File: config.mk
export PLATFORM = sky130hd
export DESIGN_NAME = data_memory_arbiter_flat
export DESIGN_NICKNAME = d
export VERILOG_FILES = /design/src/rtl/data_memory_arbiter_if.sv /design/src/rtl/data_memory_arbiter.sv /design/src/flat_wrapper.sv
export SDC_FILE = /design/constraint.sdc
export NUM_CORES = 1
export LEC_CHECK = 0
export ABC_AREA = 1
export CORE_UTILIZATION = 40
export DETAILED_ROUTE_END_ITERATION = 10
export PLACE_DENSITY = 0.82
export SKIP_CTS_REPAIR_TIMING = 1
export SYNTH_ARGS = -nofsm -noshare
export SYNTH_HDL_FRONTEND = slang
export SYNTH_SLANG_ARGS = --single-unit
File: constraint.sdc
create_clock -name clk -period 3.5 [get_ports clk]
set_clock_uncertainty 0.05 [all_clocks]
set_input_delay 0.35 -clock clk [delete_from_list [all_inputs] [get_ports clk]]
set_output_delay 0.35 -clock clk [all_outputs]
set_load 0.01 [all_outputs]
File: src/rtl/data_memory_arbiter_if.sv
// Bus bundle between the two requesters, the arbiter and the single-port data memory.
// "slave" is the arbiter's view; "master" is the environment (requesters plus memory).
interface data_memory_arbiter_if #(
  parameter int ADDR_W = 8,
  parameter int DATA_W = 8
);
  logic              r0_req;
  logic              r0_we;
  logic [ADDR_W-1:0] r0_addr;
  logic [DATA_W-1:0] r0_wdata;
  logic              r0_lock;
  logic              r0_gnt;
  logic              r0_rvalid;
  logic [DATA_W-1:0] r0_rdata;

  logic              r1_req;
  logic              r1_we;
  logic [ADDR_W-1:0] r1_addr;
  logic [DATA_W-1:0] r1_wdata;
  logic              r1_lock;
  logic              r1_gnt;
  logic              r1_rvalid;
  logic [DATA_W-1:0] r1_rdata;

  logic              mem_we;
  logic [ADDR_W-1:0] mem_addr;
  logic [DATA_W-1:0] mem_din;
  logic [DATA_W-1:0] mem_dout;
  logic [1:0]        lock_owner;

  modport slave (
    input  r0_req, r0_we, r0_addr, r0_wdata, r0_lock,
    output r0_gnt, r0_rvalid, r0_rdata,
    input  r1_req, r1_we, r1_addr, r1_wdata, r1_lock,
    output r1_gnt, r1_rvalid, r1_rdata,
    output mem_we, mem_addr, mem_din,
    input  mem_dout,
    output lock_owner
  );

  modport master (
    output r0_req, r0_we, r0_addr, r0_wdata, r0_lock,
    input  r0_gnt, r0_rvalid, r0_rdata,
    output r1_req, r1_we, r1_addr, r1_wdata, r1_lock,
    input  r1_gnt, r1_rvalid, r1_rdata,
    input  mem_we, mem_addr, mem_din,
    output mem_dout,
    input  lock_owner
  );
endinterface

File: src/rtl/data_memory_arbiter.sv
// Two-port arbiter for a single-port async-read data memory, with registered read
// return and an owner lock (with idle timeout) for read-modify-write sequences.
module data_memory_arbiter #(
  parameter int ADDR_W       = 8,
  parameter int DATA_W       = 8,
  parameter int FIXED_PRIO   = 0,
  parameter int LOCK_TIMEOUT = 16
) (
  input logic                 clk,
  input logic                 rst,
  data_memory_arbiter_if.slave bus
);

  localparam int CNT_W = $clog2(LOCK_TIMEOUT + 1);
  localparam logic [CNT_W-1:0] CNT_LAST = CNT_W'(LOCK_TIMEOUT - 1);

  typedef enum logic [1:0] {
    LOCK_NONE = 2'b00,
    LOCK_OWN0 = 2'b01,
    LOCK_OWN1 = 2'b10
  } lock_state_t;

  lock_state_t       state_reg, state_next;
  logic [CNT_W-1:0]  cnt_reg, cnt_next;
  logic              rr_last_reg, rr_last_next;

  logic [1:0]        req, we, lock, gnt, rvalid;
  logic [ADDR_W-1:0] addr  [2];
  logic [DATA_W-1:0] wdata [2];
  logic [DATA_W-1:0] rdata [2];

  logic              mem_we;
  logic [ADDR_W-1:0] mem_addr;
  logic [DATA_W-1:0] mem_din;
  logic              own;

  assign req      = {bus.r1_req,  bus.r0_req};
  assign we       = {bus.r1_we,   bus.r0_we};
  assign lock     = {bus.r1_lock, bus.r0_lock};
  assign addr[0]  = bus.r0_addr;
  assign addr[1]  = bus.r1_addr;
  assign wdata[0] = bus.r0_wdata;
  assign wdata[1] = bus.r1_wdata;
  assign own      = (state_reg == LOCK_OWN1);

  always_comb begin
    gnt = 2'b00;
    if (!rst) begin
      case (state_reg)
        LOCK_NONE: begin
          if (req[0] && req[1])
            gnt = (FIXED_PRIO != 0 || rr_last_reg) ? 2'b01 : 2'b10;
          else
            gnt = req;
        end
        LOCK_OWN0: gnt = {1'b0, req[0]};
        LOCK_OWN1: gnt = {req[1], 1'b0};
        default:   gnt = 2'b00;
      endcase
    end
  end

  always_comb begin
    state_next   = state_reg;
    cnt_next     = cnt_reg;
    rr_last_next = rr_last_reg;
    if (gnt[0]) rr_last_next = 1'b0;
    if (gnt[1]) rr_last_next = 1'b1;
    case (state_reg)
      LOCK_NONE: begin
        cnt_next = '0;
        if (gnt[0] && lock[0])      state_next = LOCK_OWN0;
        else if (gnt[1] && lock[1]) state_next = LOCK_OWN1;
      end
      LOCK_OWN0, LOCK_OWN1: begin
        // While locked, the owner's req is its grant, so !gnt[own] is an idle cycle.
        if (gnt[own]) begin
          cnt_next = '0;
          if (!lock[own]) state_next = LOCK_NONE;
        end else if (cnt_reg == CNT_LAST) begin
          cnt_next   = '0;
          state_next = LOCK_NONE;
        end else begin
          cnt_next = cnt_reg + CNT_W'(1);
        end
      end
      default: begin
        state_next = LOCK_NONE;
        cnt_next   = '0;
      end
    endcase
  end

  always_ff @(posedge clk) begin
    if (rst) begin
      state_reg   <= LOCK_NONE;
      cnt_reg     <= '0;
      rr_last_reg <= 1'b1;
    end else begin
      state_reg   <= state_next;
      cnt_reg     <= cnt_next;
      rr_last_reg <= rr_last_next;
    end
  end

  always_comb begin
    mem_we   = 1'b0;
    mem_addr = '0;
    mem_din  = '0;
    if (gnt[0]) begin
      mem_we   = we[0];
      mem_addr = addr[0];
      mem_din  = wdata[0];
    end else if (gnt[1]) begin
      mem_we   = we[1];
      mem_addr = addr[1];
      mem_din  = wdata[1];
    end
  end

  genvar gi;
  generate
    for (gi = 0; gi < 2; gi++) begin : g_port
      logic              rvalid_reg;
      logic [DATA_W-1:0] rdata_reg;

      always_ff @(posedge clk) begin
        if (rst) begin
          rvalid_reg <= 1'b0;
          rdata_reg  <= '0;
        end else begin
          rvalid_reg <= gnt[gi] && !we[gi];
          if (gnt[gi] && !we[gi])
            rdata_reg <= bus.mem_dout;
        end
      end

      // A pulse already on the output is masked while reset is held.
      assign rvalid[gi] = rvalid_reg && !rst;
      assign rdata[gi]  = rdata_reg;
    end
  endgenerate

  assign bus.r0_gnt     = gnt[0];
  assign bus.r1_gnt     = gnt[1];
  assign bus.r0_rvalid  = rvalid[0];
  assign bus.r1_rvalid  = rvalid[1];
  assign bus.r0_rdata   = rdata[0];
  assign bus.r1_rdata   = rdata[1];
  assign bus.mem_we     = mem_we;
  assign bus.mem_addr   = mem_addr;
  assign bus.mem_din    = mem_din;
  assign bus.lock_owner = state_reg;

endmodule

File: src/flat_wrapper.sv
// flat-port wrapper written by rule: the top's interface ports become plain ports
module data_memory_arbiter_flat 
#(
  parameter int ADDR_W       = 8,
  parameter int DATA_W       = 8,
  parameter int FIXED_PRIO   = 0,
  parameter int LOCK_TIMEOUT = 16
)
  (clk, rst, bus_r0_req, bus_r0_we, bus_r0_addr, bus_r0_wdata, bus_r0_lock, bus_r0_gnt, bus_r0_rvalid, bus_r0_rdata, bus_r1_req, bus_r1_we, bus_r1_addr, bus_r1_wdata, bus_r1_lock, bus_r1_gnt, bus_r1_rvalid, bus_r1_rdata, bus_mem_we, bus_mem_addr, bus_mem_din, bus_mem_dout, bus_lock_owner);
  data_memory_arbiter_if #(.ADDR_W(ADDR_W), .DATA_W(DATA_W)) bus_i ();
  input logic clk;
  input logic rst;
  input wire logic [$bits(bus_i.r0_req)-1:0] bus_r0_req;
  input wire logic [$bits(bus_i.r0_we)-1:0] bus_r0_we;
  input wire logic [$bits(bus_i.r0_addr)-1:0] bus_r0_addr;
  input wire logic [$bits(bus_i.r0_wdata)-1:0] bus_r0_wdata;
  input wire logic [$bits(bus_i.r0_lock)-1:0] bus_r0_lock;
  output wire logic [$bits(bus_i.r0_gnt)-1:0] bus_r0_gnt;
  output wire logic [$bits(bus_i.r0_rvalid)-1:0] bus_r0_rvalid;
  output wire logic [$bits(bus_i.r0_rdata)-1:0] bus_r0_rdata;
  input wire logic [$bits(bus_i.r1_req)-1:0] bus_r1_req;
  input wire logic [$bits(bus_i.r1_we)-1:0] bus_r1_we;
  input wire logic [$bits(bus_i.r1_addr)-1:0] bus_r1_addr;
  input wire logic [$bits(bus_i.r1_wdata)-1:0] bus_r1_wdata;
  input wire logic [$bits(bus_i.r1_lock)-1:0] bus_r1_lock;
  output wire logic [$bits(bus_i.r1_gnt)-1:0] bus_r1_gnt;
  output wire logic [$bits(bus_i.r1_rvalid)-1:0] bus_r1_rvalid;
  output wire logic [$bits(bus_i.r1_rdata)-1:0] bus_r1_rdata;
  output wire logic [$bits(bus_i.mem_we)-1:0] bus_mem_we;
  output wire logic [$bits(bus_i.mem_addr)-1:0] bus_mem_addr;
  output wire logic [$bits(bus_i.mem_din)-1:0] bus_mem_din;
  input wire logic [$bits(bus_i.mem_dout)-1:0] bus_mem_dout;
  output wire logic [$bits(bus_i.lock_owner)-1:0] bus_lock_owner;
  assign bus_i.r0_req = bus_r0_req;
  assign bus_i.r0_we = bus_r0_we;
  assign bus_i.r0_addr = bus_r0_addr;
  assign bus_i.r0_wdata = bus_r0_wdata;
  assign bus_i.r0_lock = bus_r0_lock;
  assign bus_r0_gnt = bus_i.r0_gnt;
  assign bus_r0_rvalid = bus_i.r0_rvalid;
  assign bus_r0_rdata = bus_i.r0_rdata;
  assign bus_i.r1_req = bus_r1_req;
  assign bus_i.r1_we = bus_r1_we;
  assign bus_i.r1_addr = bus_r1_addr;
  assign bus_i.r1_wdata = bus_r1_wdata;
  assign bus_i.r1_lock = bus_r1_lock;
  assign bus_r1_gnt = bus_i.r1_gnt;
  assign bus_r1_rvalid = bus_i.r1_rvalid;
  assign bus_r1_rdata = bus_i.r1_rdata;
  assign bus_mem_we = bus_i.mem_we;
  assign bus_mem_addr = bus_i.mem_addr;
  assign bus_mem_din = bus_i.mem_din;
  assign bus_i.mem_dout = bus_mem_dout;
  assign bus_lock_owner = bus_i.lock_owner;
  data_memory_arbiter #(.ADDR_W(ADDR_W), .DATA_W(DATA_W), .FIXED_PRIO(FIXED_PRIO), .LOCK_TIMEOUT(LOCK_TIMEOUT)) u_core (.clk(clk), .rst(rst), .bus(bus_i));
endmodule
==> impl_metrics.yaml <==
place:
  dpl.hpwl_mm: 2.941
  placed_cells: 328
  place_area_mm2: 0.002308
  io_buffers: 86
  routabilityCongestion: 0.8035
power_and_ir_drop:
  vdd_ir_drop_max_mv: 0.3239
  p_int_mw: 0.6202
  switching_share_pct: 35.67
  pwr-share-comb_pct: 48.5
  p_leak_nw: 0.9958
  power_frac_seq_pct: 36.1
  p_per_area_mw_per_mm2: 411.2
  p_sw_mw: 0.3439
  finalPower_mw: 0.9641
  clkPwrFrac_pct: 15.5
sta:
  maxSlewViolCount: 0
  hold_viol_final: 0
  worstMarginPinSlew_ns: 0.4148
  rsz0062_at_grt: "no"
  fmax_mhz: 336.4
  setup-tns-final_ns: 0
  setup_viol: 0
  min_period_ns: 2.973
  fin_crit_sh_pct: 84.93
  max_slew_margin_pct: 72.26
clock_network:
  clkTransAtPathRegs_ns: 0.13
  clock_latency_ns: 0.32
  cts_tree: "built"
  cts_max_level: 1
  cts_root_buf: "clkbuf_4"
  cts.sinks: 26
  cts_made_buffers: 3
  cts_buffer_depth: 2
global_routing:
  grt_pass1_wl_mm: 6.154
  grt.total_usage_pct: 19.50
  top_usage_layer: "met2"
  grtUsageMet3_pct: 6.250
  grt_pass1_vias: 1340
  antenna_found_initial: 0
  grt_max_degree: 22
  grt_util_met1_pct: 26.19
  met2_usage_pct: 29.95
  grt_overflow: 0
synth:
  ys_ff_latch: 26
  synthesis.area_mm2: 0.001450
  yosysSeqAreaShare_pct: 35.89
  synth_cells: 203
  synth_largest_area_cell: "dfxtp_1"
  synth.top_cell.area_share_pct: 35.89
  synth_cell_types: 27
  syn-num-nets: 257
  netlist_top_cells_area: "dfxtp_1, nand2_1, nand3_1"
  syn_avg_cell_area_um2: 7.144
  synth.yosys.warnings: 0
route:
  routedWlPerCell_um: 11.40
  route.vias.total: 1552
  drc_errors: 0
  postRouteAntennaNets: 0
  vias_per_cell: 4.675
  dr.pass1.iters: 4
  drtIter0Drc: 47
  drt-total-wl_mm: 3.786
floorplan:
  start_util_pct: 42.45
  rows: 21
  dieArea_mm2: 0.003870
  core-area_mm2: 0.003416
  die_y_um: 62.21
  die_w_um: 62.21
  io_pins: 87
run:
  max_cap_viol_count: 0
layout:
  area_growth_pct: 61.69
  nets: 341
  drive_gt1_share_pct: 8.392
  fin_area_mm2: 0.002345
  fin_cells: 332
  diodes: 0
worst_setup_path:
  path_class: "reg -> out"
  cp_max_fo: 19
  start_kind: "flip-flop"
  cp-end-kind: "primary output"
  worstPathRequired_ns: 3.10
  cp.arrival_ns: 2.57
outcome:
  run_status: "finished clean"
worst_hold_path:
  hold_class: "reg -> reg"
stage by stage:
step | setup WS [ns] | utilization, % | hold WS [ns]
2_1_floorplan | 1.578 | - | 0.3675
3_3_place_gp | 0.7316 | 67.58 | 0.3806
3_5_place_dp | 0.7019 | 67.58 | 0.3897
4_1_cts | 0.5251 | 68.64 | 0.4142
5_1_grt | 0.3489 | 68.64 | 0.4333
6_report | 0.5274 | 68.64 | 0.4154
kinds of logic (layout without fill, tap and decap cells):
group,count (synthesis),after routing,share of synthesized area (%)
flops,26,26,35.89
simple gates,123,123,38.74
compound gates,21,21,9.749
buf+inv,25,108,9.232
xor+xnor,2,2,1.208
fa+ha+maj,6,6,5.177
synthesized netlist by cell type, drive strengths merged:
| cell | instances |
|---|---|
| nand2 | 80 |
| o21ai | 17 |
| inv | 17 |
| nand4 | 5 |
| ha | 6 |
| xnor2 | 1 |
| a21boi | 1 |
| or2 | 1 |
| nor2 | 14 |
| xor2 | 1 |
| clkbuf | 1 |
| a21oi | 3 |
| nand3 | 22 |
| dfxtp | 26 |
| and3 | 1 |
| buf | 7 |
critical path: stages (launching register included):
cell             delay, ns
dfxtp_1               0.38
inv_1                 0.10
ha_1                  0.25
nand2_1               0.10
nand2_2               0.10
nand2_4               0.15
nor2_8                0.28
inv_4                 0.08
nor2_8                0.25
a21oi_1               0.07
clkdlybuf4s50_1       0.50
cell type report:
class	count	area, um^2
repair buffers	87	868.3
multi-input cells	152	795.8
flip-flops and latches	26	520.5
inverters	17	66.31
clock buffers	4	36.28
fillers	322	1071
well taps	46	57.56
final timing paths:
check	from	to	slack (ns)	cells past startpoint
worst max register to register	u_core.bus.lock_owner[0]$_SDFFE_PP0P_	u_core.bus.r0_rdata[2]$_SDFFE_PP0P_	1.54	10
worst min register to register	u_core.cnt_reg[0]$_SDFF_PP0_	u_core.cnt_reg[0]$_SDFF_PP0_	0.42	1
worst min-delay path	u_core.cnt_reg[0]$_SDFF_PP0_	u_core.cnt_reg[0]$_SDFF_PP0_	0.42	1
worst max-delay path	u_core.bus.lock_owner[0]$_SDFFE_PP0P_	bus_mem_we	0.53	10
layout by cell type, fill, tap and decap left out, types with 2 or more instances in the layout:
cell,synthesis,final
nor2_8,2,2
nand4_1,5,5
a21oi_1,3,3
nand3_1,22,22
clkdlybuf4s50_1,0,86
ha_1,6,6
o21ai_2,8,8
nor2_1,9,9
inv_1,14,14
clkbuf_4,1,3
o21ai_0,9,9
dfxtp_1,26,26
nor2_2,2,2
inv_2,2,2
nand2_1,78,78
power by group through the flow:
stage | logic (mW) | registers (mW) | clock network (mW)
2_1_floorplan | 0.249 | 0.365 | 0
3_3_place_gp | 0.461 | 0.355 | 0
3_5_place_dp | 0.467 | 0.354 | 0
4_1_cts | 0.468 | 0.348 | 0.156
5_1_grt | 0.513 | 0.353 | 0.166
6_report | 0.467 | 0.348 | 0.149
routing by layer:
layer / wire length, um / vias up
met2: 1628 / 74
met3: 418 / 2
met4: 29 / 0
li1: - / 814
met5: 0 / -
met1: 1709 / 662
Note: power is estimated with default switching activity, not from simulation.
